## src/rtl/fetch_unit_pkg.sv

```systemverilog
// Shared fetch/decode constants: widths, reset PC, NOP encoding and the fetch action type.
package fetch_unit_pkg;

  localparam int PMEM_ADDR_W      = 12;
  localparam int PMEM_WORD_W      = 16;
  localparam int PC_W             = 12;
  localparam int RESET_PC_DEF     = 0;
  localparam int FLUSH_CYCLES_DEF = 1;
  localparam int FLUSH_CNT_W      = 2;

  localparam logic [15:0] NOP_WORD = 16'h0000;

  typedef enum logic [1:0] {
    FS_RUN      = 2'd0,
    FS_STALL    = 2'd1,
    FS_REDIRECT = 2'd2
  } fetch_state_e;

endpackage

```

## src/rtl/fetch_skid_buffer.sv

```systemverilog
// One-entry word+pc holding register; clear beats load, load beats drain.
// Latency: stored entry is visible the cycle after load; no backpressure of its own.
module fetch_skid_buffer
  import fetch_unit_pkg::*;
#(
  parameter int WORD_WIDTH = PMEM_WORD_W,
  parameter int PC_WIDTH   = PC_W
) (
  input  logic                  clock,
  input  logic                  reset,
  input  logic                  load_i,
  input  logic                  drain_i,
  input  logic                  clear_i,
  input  logic [WORD_WIDTH-1:0] word_i,
  input  logic [PC_WIDTH-1:0]   pc_i,
  output logic                  vld_o,
  output logic [WORD_WIDTH-1:0] word_o,
  output logic [PC_WIDTH-1:0]   pc_o
);

  logic                  vld_q, vld_d;
  logic [WORD_WIDTH-1:0] word_q, word_d;
  logic [PC_WIDTH-1:0]   pc_q, pc_d;

  always_comb begin
    vld_d  = vld_q;
    word_d = word_q;
    pc_d   = pc_q;
    if (clear_i) begin
      vld_d = 1'b0;
    end else if (load_i) begin
      vld_d  = 1'b1;
      word_d = word_i;
      pc_d   = pc_i;
    end else if (drain_i) begin
      vld_d = 1'b0;
    end
  end

  always_ff @(posedge clock or negedge reset) begin
    if (!reset) begin
      vld_q  <= 1'b0;
      word_q <= '0;
      pc_q   <= '0;
    end else begin
      vld_q  <= vld_d;
      word_q <= word_d;
      pc_q   <= pc_d;
    end
  end

  assign vld_o  = vld_q;
  assign word_o = word_q;
  assign pc_o   = pc_q;

endmodule

```

## src/rtl/fetch_unit.sv

```systemverilog
// swt16 fetch: issues pmem addresses, delivers word+pc one per cycle (2-cycle address-to-decoder latency).
// Stall holds outputs and freezes the address; the one in-flight word lands in the skid buffer.
module fetch_unit
  import fetch_unit_pkg::*;
#(
  parameter int PMEM_ADDR_WIDTH = PMEM_ADDR_W,
  parameter int PMEM_WORD_WIDTH = PMEM_WORD_W,
  parameter int PC_WIDTH        = PC_W,
  parameter int RESET_PC        = RESET_PC_DEF,
  parameter int FLUSH_CYCLES    = FLUSH_CYCLES_DEF
) (
  input  logic                       clock,
  input  logic                       reset,
  input  logic                       in_stall,
  input  logic                       in_jump,
  input  logic [PC_WIDTH-1:0]        in_jump_target,
  input  logic [PMEM_WORD_WIDTH-1:0] in_pmem_data,
  output logic [PMEM_ADDR_WIDTH-1:0] out_pmem_addr,
  output logic [PMEM_WORD_WIDTH-1:0] out_instr,
  output logic [PC_WIDTH-1:0]        out_pc,
  output logic                       out_valid,
  output logic                       out_flush
);

  localparam logic [PMEM_WORD_WIDTH-1:0] NOP = PMEM_WORD_WIDTH'(NOP_WORD);

  fetch_state_e mode;

  logic [PC_WIDTH-1:0]        addr_q, addr_d;
  logic                       pend_vld_q, pend_vld_d;
  logic [PC_WIDTH-1:0]        pend_pc_q, pend_pc_d;
  logic [FLUSH_CNT_W-1:0]     flush_cnt_q, flush_cnt_d;
  logic                       hold_vld_q, hold_vld_d;
  logic [PC_WIDTH-1:0]        hold_pc_q, hold_pc_d;
  logic [PMEM_WORD_WIDTH-1:0] hold_instr_q, hold_instr_d;

  logic                       skid_vld, skid_load, skid_drain, skid_clear;
  logic [PMEM_WORD_WIDTH-1:0] skid_word;
  logic [PC_WIDTH-1:0]        skid_pc;

  logic                       cur_vld;
  logic [PC_WIDTH-1:0]        cur_pc;
  logic [PMEM_WORD_WIDTH-1:0] cur_instr;

  fetch_skid_buffer #(
    .WORD_WIDTH (PMEM_WORD_WIDTH),
    .PC_WIDTH   (PC_WIDTH)
  ) u_skid (
    .clock   (clock),
    .reset   (reset),
    .load_i  (skid_load),
    .drain_i (skid_drain),
    .clear_i (skid_clear),
    .word_i  (in_pmem_data),
    .pc_i    (pend_pc_q),
    .vld_o   (skid_vld),
    .word_o  (skid_word),
    .pc_o    (skid_pc)
  );

  always_comb begin
    mode = FS_RUN;
    if (in_jump) begin
      mode = FS_REDIRECT;
    end else if (in_stall) begin
      mode = FS_STALL;
    end
  end

  // What the decoder sees on an unstalled cycle: skid entry first, else the memory word.
  always_comb begin
    cur_vld   = pend_vld_q;
    cur_pc    = pend_pc_q;
    cur_instr = pend_vld_q ? in_pmem_data : NOP;
    if (skid_vld) begin
      cur_vld   = 1'b1;
      cur_pc    = skid_pc;
      cur_instr = skid_word;
    end
  end

  always_comb begin
    addr_d       = addr_q;
    pend_vld_d   = 1'b0;
    pend_pc_d    = pend_pc_q;
    flush_cnt_d  = flush_cnt_q;
    hold_vld_d   = hold_vld_q;
    hold_pc_d    = hold_pc_q;
    hold_instr_d = hold_instr_q;
    skid_load    = 1'b0;
    skid_drain   = 1'b0;
    skid_clear   = 1'b0;
    if (!in_stall && flush_cnt_q != '0) begin
      flush_cnt_d = flush_cnt_q - FLUSH_CNT_W'(1);
    end
    case (mode)
      FS_REDIRECT: begin
        addr_d       = in_jump_target;
        flush_cnt_d  = FLUSH_CNT_W'(FLUSH_CYCLES);
        hold_vld_d   = 1'b0;
        hold_instr_d = NOP;
        skid_clear   = 1'b1;
      end
      FS_STALL: begin
        skid_load = pend_vld_q && !skid_vld;
      end
      FS_RUN: begin
        addr_d       = addr_q + PC_WIDTH'(1);
        pend_vld_d   = 1'b1;
        pend_pc_d    = addr_q;
        hold_vld_d   = cur_vld;
        hold_pc_d    = cur_pc;
        hold_instr_d = cur_instr;
        skid_load    = skid_vld && pend_vld_q;
        skid_drain   = skid_vld && !pend_vld_q;
      end
      default: begin
        addr_d = addr_q;
      end
    endcase
  end

  always_ff @(posedge clock or negedge reset) begin
    if (!reset) begin
      addr_q       <= PC_WIDTH'(RESET_PC);
      pend_vld_q   <= 1'b0;
      pend_pc_q    <= '0;
      flush_cnt_q  <= '0;
      hold_vld_q   <= 1'b0;
      hold_pc_q    <= '0;
      hold_instr_q <= NOP;
    end else begin
      addr_q       <= addr_d;
      pend_vld_q   <= pend_vld_d;
      pend_pc_q    <= pend_pc_d;
      flush_cnt_q  <= flush_cnt_d;
      hold_vld_q   <= hold_vld_d;
      hold_pc_q    <= hold_pc_d;
      hold_instr_q <= hold_instr_d;
    end
  end

  assign out_pmem_addr = addr_q;
  assign out_instr     = in_stall ? hold_instr_q : cur_instr;
  assign out_pc        = in_stall ? hold_pc_q    : cur_pc;
  assign out_valid     = in_stall ? hold_vld_q   : cur_vld;
  assign out_flush     = reset && (in_jump || flush_cnt_q != '0);

endmodule

```

## config.mk

```make
export PLATFORM = sky130hd
export DESIGN_NAME = fetch_unit
export DESIGN_NICKNAME = d
export VERILOG_FILES = /design/src/rtl/fetch_unit_pkg.sv /design/src/rtl/fetch_skid_buffer.sv /design/src/rtl/fetch_unit.sv
export SDC_FILE = /design/constraint.sdc
export NUM_CORES = 1
export LEC_CHECK = 0
export ABC_AREA = 1
export CORE_UTILIZATION = 48
export DETAILED_ROUTE_END_ITERATION = 10
export GPL_TIMING_DRIVEN = 0
export MAX_ROUTING_LAYER = met4
export PLACE_DENSITY = 0.75
export SETUP_SLACK_MARGIN = 0.4
export SYNTH_ARGS = -nofsm -noshare
export SYNTH_HDL_FRONTEND = slang
export SYNTH_HIERARCHICAL = 1
export SYNTH_SLANG_ARGS = --single-unit
```

## constraint.sdc

```tcl
create_clock -name clock -period 1.55 [get_ports clock]
set_input_delay 0.31 -clock clock [delete_from_list [all_inputs] [get_ports clock]]
set_output_delay 0.31 -clock clock [all_outputs]
set_load 0.03 [all_outputs]
```

==> run_results.csv, run 1 <==
group,metric,value,unit
status,status,"finished, violations left",
status,violations,"negative hold slack, negative setup slack",
setup_path,critPathMaxStageDelay,390,ps
routing,drc,0,
setup_path,critPathMaxFanout,5,
setup_path,path_delay_family,"buffers and inverters",
routing,dr.first_iter.drc_count,246,
routing,vias,4237,
placed_design,portBuffers,73,
grt,grt_pass1_wl,19.9,mm
finish,area_growth,60.1,%
cts,clockBufferDepth,2,
setup_path,crit_path_start_kind,"flop",
logic_synthesis,yosys_warnings,6,
grt,grt_max_degree,42,
setup_path,cp.arrival,1660,ps
logic_synthesis,synth_top_area_share,50.8,%
cts,cts.htree.levels,3,
power_and_ir_drop,ir_worst_vdd,0.000630,V
floorplan,die_h,95.4,um
setup_path,path_buf_inv,4,
finish,drive_gt1_share,40.0,%
placed_design,place_congestion,0.876,
floorplan,die-area,0.00909,mm^2
setup_path,cp_cell_sequence,"buf_6 > nor2_8 > buf_12 > buf_12 > nand2_4 > a31oi_4 > buf_6",
setup_path,critPathKind,"reg -> out",
timing,maxSlewViolCount,0,
grt,grt_overflow,0,
timing,fin_crit_sh,127,%
finish,nFillCells,480,
flow_run,max_cap_viol_count,0,
timing,hold_violations,39,
logic_synthesis,synth_edf_count,0,
routing,wl,13.8,mm
setup_path,crit_slowest_cell,"dfrtp_1",
routing,ant_nets,0,
timing,tns,-18190,ps
timing,fin_crit,1970,ps
timing,setup_violations,59,
finish,nNetsFinal,671,
cts,clk_pin_slew,80,ps
floorplan,ios,74,
placed_design,dp_hpwl,7.79,mm
logic_synthesis,synth_top_area_cell,"dfrtp_1",
timing,fin_ws,-417,ps
setup_path,end_kind,"output pin",
routing,wl_per_cell,18.5,um
placed_design,post-place-ws,-1280,ps
logic_synthesis,synth_seq_area_share,50.8,%
cts,clock_latency,360,ps
timing,worstMarginPinSlew,630,ps
hold_path,hp-class,"in -> async",
floorplan,die_x,95.4,um
grt,grt_pass1_vias,3990,
logic_synthesis,ys_async_sr_fraction,100,%
logic_synthesis,postSynthRegisterBits,85,
logic_synthesis,yosys-top-cells-area,"dfrtp_1, nand2_1, nand3_1",
setup_path,worstPathRequired,1240,ps
floorplan,initial_core_util,50.2,%
logic_synthesis,synth_area,0.00418,mm^2
cts,numCtsBuffers,9,
routing,vias_per_cell,5.67,
finish,antenna_cells,0,
cts,tritoncts,"built",
timing,slew-limit-headroom,58.0,%
grt,grtUsageTotal,30.3,%
logic_synthesis,synthFlopType,"dfrtp_1",
timing,rsz0062_at_grt,"true",
routing,drtPass1Iterations,5,
floorplan,core,0.00834,mm^2
power_and_ir_drop,p_per_area,1010,mW/mm^2
timing,fmax,508,MHz
logic_synthesis,syn_area_per_cell,8.33,um^2
logic_synthesis,synth_cell_types,37,
logic_synthesis,synthCells,502,
floorplan,rows,33,
cts,cts.sink_count,85,
logic_synthesis,synth_nets,536,
timing,clock_skew,13.0,ps
timing,holdWs,-211,ps
power_and_ir_drop,p_leak,3.14,nW
cts,cts-root-buf,"clkbuf_8",
grt,antenna_found_initial,0,
worst paths after layout:
| kind | cells after the start | to | slack [ps] | start |
|---|---|---|---|---|
| min in group clock | 4 | hold_instr_q[5] | 480 | in_jump |
| max in group asynchronous | 2 | pend_pc_q[4] | 1200 | reset |
| worst min-delay path | 1 | hold_pc_q[7] | -210 | reset |
| worst max register to register | 11 | u_skid/word_o[1] | -320 | u_skid/vld_o |
| worst max-delay path | 7 | out_instr[7] | -420 | u_skid/vld_o |
| worst min register to register | 2 | u_skid/word_o[12] | 480 | u_skid/word_o[12] |
cells by family after synthesis:
family	after synthesis	synth area share [%]
simple gates	266	27.3
fa+ha+maj	2	0.598
compound gates	87	12.9
flops	85	50.8
buf+inv	60	8.01
xor+xnor	2	0.419
metrics by stage:
stage / power [mW] / utilization, % / area, um^2 / cells
5_1_grt: 7.07 / 80.3 / 6700 / 747
6_report: 6.79 / 80.3 / 6700 / 747
4_1_cts: 6.57 / 76.8 / 6400 / 731
2_1_floorplan: 3.88 / - / 4670 / 502
3_5_place_dp: 4.51 / 66.6 / 5550 / 681
3_3_place_gp: 4.44 / 66.3 / 5530 / 680
registers in the layout (all words and copies together) (netlist names):
signal         flops
flush_cnt_q        2
hold_instr_q      16
hold_pc_q         12
hold_vld_q         1
out_pmem_addr     12
pend_pc_q         12
pend_vld_q         1
u_skid/pc_o       12
u_skid/vld_o       1
u_skid/word_o     16
cell usage after synthesis (3+ instances only):
library cell	n
a21oi_1	9
a31oi_1	7
a31oi_2	8
and2_1	18
buf_2	9
buf_4	3
buf_6	10
clkbuf_1	7
dfrtp_1	85
inv_1	24
inv_2	5
nand2_1	162
nand3_1	43
nor2_1	32
o21ai_0	43
o21ai_1	8
final cells by class:
type / count / area, um^2 / share of cell area [%]
buffer: 31 / 322 / 4.80
multi-input combinational: 357 / 2370 / 35.4
timing repair buffer: 124 / 1390 / 20.7
sequential: 85 / 2140 / 31.9
clock inverter: 4 / 72.6 / 1.08
clock buffer: 12 / 145 / 2.17
tap: 105 / 131 / 1.96
inverter: 29 / 131 / 1.96
per-layer routing:
layer / GRT usage, % / share of wire (%) / wire length, um / up-vias
li1: - / - / - / 1904
met5: - / 0 / 0 / -
met2: 47.0 / 50 / 6970 / 199
met4: 13.1 / 2.6 / 356 / 0
met1: 39.9 / 41 / 5650 / 2100
met3: 3.91 / 6.1 / 850 / 34
power breakdown:
| group | internal (mW) | switching, mW |
|---|---|---|
| clock | 0.952 | 0.820 |
| sequential | 2.58 | 0.263 |
| combinational | 0.962 | 1.21 |
| total | 4.49 | 2.29 |
layout by cell type (no fill, tap or decap), types with 11 or more instances in the layout:
cell / count
a31oi_4: 15
clkbuf_8: 11
buf_4: 28
o21ai_1: 14
nand2_1: 138
nand3_2: 16
o21ai_0: 13
buf_6: 71
nand2_4: 17
o21ai_2: 19
inv_1: 21
and2_1: 14
clkdlybuf4s50_1: 28
nand3_1: 26
nor2_1: 29
dfrtp_1: 76
timing repair:
action                                 4_1_cts  5_1_grt
pin swaps                                   17       10
buffers inserted                            31       14
cloned                                       3        2
endpoints found under the hold margin       39       39
gates resized for setup                    371       43
setup endpoints to repair                  127      108
worst register-to-register path: cells and delay by family (launching register included):
kind / cells / cell delay, ps
simple gates: 3 / 350
buf+inv: 7 / 940
xor+xnor: 1 / 170
flops: 1 / 360
Note: power is estimated with default switching activity, not from simulation.
==> run 2: changes to the inputs <==
- CELL_PAD_IN_SITES_DETAIL_PLACEMENT: default -> 1
- CELL_PAD_IN_SITES_GLOBAL_PLACEMENT: default -> 1
- CORE_UTILIZATION: 48 -> 35
- CTS_CLUSTER_DIAMETER: default -> 40
- PLACE_DENSITY: 0.75 -> 0.73
==> run_results.csv, run 2 (same netlist as run 1, synthesis figures left out) <==
group,metric,value,unit
status,status,"finished, violations left",
status,violations,"design-rule violations, negative hold slack, negative setup slack",
timing,fin_crit_sh,126,%
finish,multi_input_area,0.00246,mm^2
timing,fmax,511,MHz
cts,clk_pin_slew,70,ps
grt,grt_pass1_wl,23.5,mm
timing,slew-limit-headroom,58.3,%
timing,fin_ws,-406,ps
cts,tritoncts,"built",
routing,drtPass1Iterations,7,
placed_design,place_congestion,0.802,
grt,grt_overflow,0,
routing,vias,4150,
setup_path,worstPathRequired,1240,ps
power_and_ir_drop,switching_power,2.45,mW
routing,wl,15.5,mm
power_and_ir_drop,pwr-share-seq,38.3,%
timing,clock_skew,6.79,ps
setup_path,cp_cell_sequence,"buf_6 > nor2_8 > buf_12 > buf_12 > nand2_4 > a31oi_4 > buf_6",
floorplan,die_h,111,um
placed_design,portBuffers,73,
power_and_ir_drop,pwr-share-comb,29.4,%
power_and_ir_drop,switching_share,32.6,%
timing,holdWs,-139,ps
power_and_ir_drop,p_leak,3.19,nW
finish,seq_area,0.00214,mm^2
power_and_ir_drop,ir_worst_vdd,0.000533,V
finish,antenna_cells,0,
routing,drc,10,
placed_design,dp_hpwl,9.26,mm
setup_path,path_delay_family,"buffers and inverters",
setup_path,crit_path_start_kind,"flop",
placed_design,placed_cell_area,0.00560,mm^2
setup_path,critPathMaxFanout,5,
cts,clock_latency,350,ps
setup_path,cp.arrival,1650,ps
setup_path,end_kind,"output pin",
setup_path,critPathMaxStageDelay,390,ps
setup_path,critPathKind,"reg -> out",
hold_path,hp-class,"in -> async",
placed_design,post-place-ws,-1310,ps
finish,final_area,0.00691,mm^2
timing,fin_crit,1960,ps
grt,grtUsageTotal,25.4,%
grt,grt_max_degree,52,
floorplan,rows,39,
power_and_ir_drop,p_clk_share,32.2,%
timing,maxSlewViolCount,0,
cts,cts-root-buf,"clkbuf_16",
finish,fin_util,60.0,%
timing,worstMarginPinSlew,625,ps
timing,rsz0062_at_grt,"true",
finish,final_common_cell,"nand2_1",
routing,ant_nets,0,
floorplan,die-area,0.0124,mm^2
grt,antenna_found_initial,0,
finish,drive_gt1_share,42.9,%
floorplan,initial_core_util,36.3,%
cts,clockBufferDepth,2,
floorplan,ios,74,
floorplan,die_x,111,um
setup_path,crit_slowest_cell,"dfrtp_1",
cts,cts.sink_count,85,
cts,numCtsBuffers,9,
finish,most-common-layout-cells,"nand2_1, dfrtp_1, buf_6",
cts,cts.htree.levels,3,
finish,nNetsFinal,667,
timing,hold_violations,34,
routing,dr.first_iter.drc_count,195,
routing,vias_per_cell,5.31,
power_and_ir_drop,p_per_area,1080,mW/mm^2
flow_run,max_cap_viol_count,0,
power_and_ir_drop,p_int,5.05,mW
timing,setup_violations,58,
setup_path,path_buf_inv,4,
routing,wl_per_cell,19.8,um
finish,nFillCells,1250,
grt,grt_pass1_vias,4412,
floorplan,core,0.0115,mm^2
finish,area_growth,65.2,%
==> run 2: final timing paths <==
| path | start | end | slack (ps) | cells past startpoint |
|---|---|---|---|---|
| min in group clock | u_skid/word_o[11] | u_skid/word_o[11] | 480 | 2 |
| min | reset | out_pmem_addr[8] | -140 | 1 |
| min reg2reg | u_skid/word_o[11] | u_skid/word_o[11] | 480 | 2 |
| max in group asynchronous | reset | u_skid/pc_o[3] | 1110 | 2 |
| max | u_skid/vld_o | out_instr[9] | -410 | 7 |
| max reg2reg | u_skid/vld_o | u_skid/word_o[0] | -240 | 10 |
==> run 2: area by class of cell <==
type | count | area share (%)
clock buffers | 12 | 3.71
repair buffers | 120 | 19.3
plain buffers | 31 | 4.90
well taps | 143 | 2.59
multi-input cells | 357 | 35.6
inverters | 29 | 1.97
clock inverters | 4 | 1.01
flip-flops and latches | 85 | 30.9
==> run 2: power groups by stage <==
stage	sequential, mW	clock, mW	combinational (mW)
after floorplan	2.86	0	1.02
after global placement	2.83	0	1.64
after detailed placement	2.84	0	1.70
after CTS	2.84	2.43	2.04
after global routing	2.91	2.53	2.35
final	2.87	2.41	2.21
==> run 2: repair_timing <==
action | 4_1_cts | 5_1_grt
pin swaps | 15 | 23
hold endpoints to repair | 34 | 34
gates resized for setup | 395 | 56
gates cloned | 3 | 1
buffers inserted | 33 | 9
setup endpoints to repair | 127 | 114
==> run 2: routing by layer <==
metal | GRT usage [%] | up-vias | routed length [um] | share of wire [%]
met5 | - | - | 0 | 0
met4 | 10.1 | 0 | 331 | 2.1
met3 | 2.61 | 26 | 486 | 3.1
met2 | 41.3 | 98 | 7920 | 51
met1 | 32.7 | 2127 | 6750 | 44
li1 | - | 1899 | - | -
==> run 2: metrics by stage <==
stage               hold WS, ps  setup TNS (ps)  cells  total power, mW
floorplan                  14.4               0    502             3.88
global placement            448         -339700    718             4.47
detailed placement          321          -66500    719             4.54
CTS                        -128          -12520    771             7.32
global route               -109          -19160    781             7.80
finish                     -139          -14960    781             7.49
==> run 3: changes to the inputs <==
- CORE_UTILIZATION: 35 -> 30
- CTS_BUF_LIST: default -> sky130_fd_sc_hd__clkbuf_8
- PLACE_DENSITY: 0.73 -> default
- PLACE_DENSITY_LB_ADDON: default -> 0.08
==> run_results.csv, run 3 (same netlist as run 1, synthesis figures left out) <==
group,metric,value,unit
routing,drtPass1Iterations,4,
finish,nNetsFinal,675,
setup_path,crit_slowest_cell,"dfrtp_1",
floorplan,rows,42,
grt,grt_max_degree,44,
timing,clock_skew,10.4,ps
setup_path,worstPathRequired,1240,ps
routing,wl,14.5,mm
timing,slew-limit-headroom,53.0,%
routing,drc,0,
routing,wl_per_cell,17.6,um
placed_design,place_congestion,0.764,
routing,dr.first_iter.drc_count,170,
timing,hold_violations,41,
cts,cts.htree.levels,3,
setup_path,cpMostUsedCell,"buf_6",
setup_path,end_kind,"output pin",
finish,most-common-layout-cells,"nand2_1, dfrtp_1, buf_6",
cts,tritoncts,"built",
grt,grt_pass1_wl,23.2,mm
timing,rsz0062_at_grt,"true",
finish,nFillCells,1517,
finish,seq_area,0.00214,mm^2
finish,area_growth,61.7,%
routing,ant_nets,0,
floorplan,die-area,0.0144,mm^2
grt,grt_pass1_vias,4275,
power_and_ir_drop,p_per_area,973,mW/mm^2
timing,fin_crit_sh,128,%
status,violations,"negative hold slack, negative setup slack",
setup_path,cp_cell_sequence,"buf_6 > nor2_8 > buf_4 > buf_6 > nand2_2 > a31oi_4 > buf_6",
timing,fin_crit,1990,ps
setup_path,critPathKind,"reg -> out",
floorplan,ios,74,
power_and_ir_drop,p_leak,3.14,nW
cts,cts.sink_count,85,
timing,setup_violations,59,
hold_path,hp-class,"in -> async",
floorplan,core,0.0134,mm^2
setup_path,critPathMaxFanout,5,
setup_path,cp.arrival,1680,ps
setup_path,critPathMaxStageDelay,400,ps
timing,fin_ws,-438,ps
setup_path,reg2regPathDepth,11,
grt,grt_overflow,0,
placed_design,dp_hpwl,9.23,mm
flow_run,max_cap_viol_count,0,
cts,cts-root-buf,"clkbuf_8",
routing,vias,3987,
cts,clk_pin_slew,90,ps
grt,grtUsageTotal,21.8,%
timing,fmax,503,MHz
finish,drive_gt1_share,39.9,%
cts,numCtsBuffers,9,
finish,antenna_cells,0,
timing,holdWs,-213,ps
status,status,"finished, violations left",
timing,worstMarginPinSlew,704,ps
placed_design,portBuffers,73,
floorplan,die_x,120,um
finish,multi_input_area,0.00236,mm^2
grt,antenna_found_initial,0,
floorplan,initial_core_util,31.2,%
routing,vias_per_cell,4.85,
power_and_ir_drop,ir_worst_vdd,0.000419,V
timing,maxSlewViolCount,0,
cts,clock_latency,380,ps
cts,clockBufferDepth,2,
setup_path,crit_path_start_kind,"flop",
floorplan,die_h,120,um
finish,final_common_cell,"nand2_1",
finish,fin_util,50.5,%
-- run 3: changes by cell type in the layout (fill, tap and decap cells not counted), moves of 5 or more --
cell and change:
inv_1 +5, nand2_2 -8, clkbuf_8 +8, clkbuf_16 -9, buf_4 +10, nand2_1 +10
-- run 3: cell type report --
class / count / share of cell area [%]
multi-input combinational: 357 / 34.8
sequential: 85 / 31.6
timing repair buffer: 128 / 20.6
buffer: 31 / 4.92
tap: 176 / 3.25
clock buffer: 10 / 2.03
inverter: 29 / 2.02
clock inverter: 6 / 0.721
-- run 3: final timing paths --
check,start,end,slack [ps]
max in group asynchronous,reset,hold_pc_q[8],1200
min,reset,u_skid/pc_o[6],-210
max,u_skid/vld_o,out_instr[5],-440
max reg2reg,u_skid/vld_o,u_skid/word_o[8],-330
min in group clock,in_jump,flush_cnt_q[0],450
min reg2reg,u_skid/word_o[12],u_skid/word_o[12],480
-- run 3: timing repair --
item	CTS	global route
buffers inserted	35	14
gates resized for setup	383	30
pin swaps	21	20
endpoints found under the setup margin	127	111
hold endpoints to repair	41	41
cloned	3	2
-- run 3: worst max-delay path, delay by kind of cell (launching register included) --
kind                   cells  cell delay, ps
AOI/OAI and AO/OA          1             160
buffers and inverters      4             540
and+or+nand+nor            2             190
DFF                        1             400
-- run 3: power by group --
group | internal (mW) | switching (mW)
clock | 0.763 | 0.850
sequential | 2.58 | 0.251
combinational | 0.963 | 1.18
-- run 3: metrics by stage --
stage,power [mW],cell area [um^2],std cells,TNS (ps),setup slack (ps)
after floorplan,3.88,4670,502,0,4.81
after global placement,4.49,5620,751,-360330,-3890
after detailed placement,4.55,5640,752,-71260,-1350
after CTS,6.53,6530,806,-17960,-476
after global routing,6.94,6770,822,-23010,-501
final,6.59,6770,822,-18260,-438
-- run 3: layer usage --
| layer | vias to the layer above | track usage (%) | wire length, um |
|---|---|---|---|
| met5 | - | - | 0 |
| met4 | 0 | 7.50 | 198 |
| met3 | 11 | 2.76 | 409 |
| met2 | 69 | 34.1 | 6830 |
| met1 | 1995 | 29.0 | 7030 |
| li1 | 1912 | - | - |
==> RTL edit: new RTL, config.mk and constraints of run 1 <==
Take the reset off `hold_pc_q` and load it in a clocked block of its own.
--- a/src/rtl/fetch_unit.sv
+++ b/src/rtl/fetch_unit.sv
@@ -129,3 +129,2 @@
       hold_vld_q   <= 1'b0;
-      hold_pc_q    <= '0;
       hold_instr_q <= NOP;
@@ -137,5 +136,8 @@
       hold_vld_q   <= hold_vld_d;
-      hold_pc_q    <= hold_pc_d;
       hold_instr_q <= hold_instr_d;
     end
+  end
+
+  always_ff @(posedge clock) begin
+    hold_pc_q <= hold_pc_d;
   end
Check against the original RTL: differs if reset is asserted again (counterexample within 4 cycles, from zero or initial values and one cycle with reset low); with reset held inactive, the same outputs for 4 cycles.
==> RTL edit against run 1 <==
- the flow finishes with violations (negative setup slack)
- sequential cell count is the same
- wire length down 11%
- worst setup slack better by 0.025 ns
- total power is 11% lower
- register-to-register slack got worse by 0.03 ns
- area after synthesis grew 1.3%
- maximum frequency up 1.3%
- first-iteration DRC count rose by 0.81%
- global-route usage fell by 2.0 points
- hold slack gained 0.43 ns
- final area is 4.1% lower
- critical endpoint is now out_instr[15]
- largest cell class unchanged
- largest power group unchanged
==> RTL edit: results (changes against run 1) <==
Layout Cells excl Fill - 760 (+1.7%)
Synth cell types - 29 (-22%)
Final #Nets - 684 (+1.9%)
Cell Area, Placed - 5431 um2 (-2.2%)
Leak pwr - 3.006 nW (-4.2%)
Status - complete, but fails checks
First-pass GRT wire length - 18800 um (-5.3%)
Buffers on Ports - 72 (-1.4%)
Number of global-route vias before repair - 3837 (-3.8%)
Sw Share - 0.3415 (+0.003419)
Worst Path Arrival - 1.63 ns (-0.03 ns)
PnR worst setup slack - -0.3926 ns (+0.02451 ns)
Final setup TNS - -18.60 ns (-0.4184 ns)
Gp weighted congestion - 0.8967 (+2.3%)
Largest net degree at the start of global routing - 57 (+36%)
Fill count - 565 (+18%)
Post-Synth Adder-Cell Area - 0.005905 (-0.00007593)
Sequential fraction of the synthesis area - 0.5161 (+0.007718)
Compound-gate portion of the synthesized area - 0.1172 (-0.01138)
Largest cells by area after synthesis - dfrtp_1 (43%), nand2_1 (18%), edfxtp_1 (8.5%), o21ai_0 (6.5%), nand3_1 (4.8%)
Routed Wire Length - 12330 um (-11%)
Slew margin rel. - 0.4741 (-0.1056)
Failing checks - negative setup slack
Flop2flop setup slack - -0.35 ns (-0.03 ns)
Final setup vio count - 58 (-1.7%)
First DRT Iteration DRCs - 248 (+0.81%)
Vias post-DR - 4095 (-3.4%)
## RTL edit: changes by cell type after synthesis, moves of 8 or more
cell	delta
a21boi_0	+9
a31oi_2	-8
and2_1	-18
dfrtp_1	-12
edfxtp_1	+12
nand2_1	+37
nor2_1	-11
o21ai_0	+12
## RTL edit: power groups by stage
stage                     combinational [mW]  sequential, mW  clock [mW]
after floorplan                        0.848            2.85           0
after CTS                               1.71            2.77        1.47
after global routing                    1.98            2.81        1.56
final                                   1.84            2.78        1.45
after global placement                  1.36            2.81           0
after detailed placement                1.41            2.83           0
## RTL edit: metrics by stage
| stage | total power [mW] | utilization | hold WS [ns] |
|---|---|---|---|
| after floorplan | 3.702 | - | 0.01441 |
| after global placement | 4.173 | 0.6450 | 0.4545 |
| after detailed placement | 4.236 | 0.6480 | 0.2095 |
| after global routing | 6.341 | 0.7667 | 0.2760 |
| final | 6.064 | 0.7667 | 0.2184 |
| after CTS | 5.941 | 0.7379 | 0.2717 |
## RTL edit: layout make-up
type / instances / area, um2 / share of cell area
buffer: 31 / 299.0 / 0.04653
clock buffer: 9 / 123.9 / 0.01928
clock inverter: 7 / 50.05 / 0.007788
inverter: 34 / 130.1 / 0.02025
multi-input combinational: 369 / 2231 / 0.3472
sequential: 85 / 2197 / 0.3419
tap: 105 / 131.4 / 0.02044
timing repair buffer: 120 / 1264 / 0.1967
## RTL edit: what timing repair did
item | CTS | global route
pin swaps | 18 | 22
setup endpoints to repair | 129 | 128
gates cloned | 4 | 0
hold buffers | 2 | 0
hold endpoints to repair | 17 | 0
resized for setup | 353 | 48
setup buffers | 31 | 10
## RTL edit: how the worst max path moves through the flow
stage | end | slack, ns | depth (start not counted)
final | out_instr[15] | -0.39 | 7
after global placement | out_flush | -3.13 | 3
after CTS | out_instr[14] | -0.46 | 6
after detailed placement | out_instr[4] | -1.14 | 4
after floorplan | u_skid/word_o[0]$_DFFE_PN0P_ | 0.04 | 9
after global routing | out_instr[15] | -0.45 | 7
## RTL edit: layer usage
layer	global-route usage	part of all wire
met1	0.3715	0.43
met2	0.4440	0.50
met3	0.04265	0.052
met4	0.1095	0.018
met5	-	0
## RTL edit: logic make-up after synthesis
kind of cell,count (synthesis)
simple gates,276
fa+ha+maj,2
buf+inv,65
xor+xnor,2
flops,85
compound gates,89
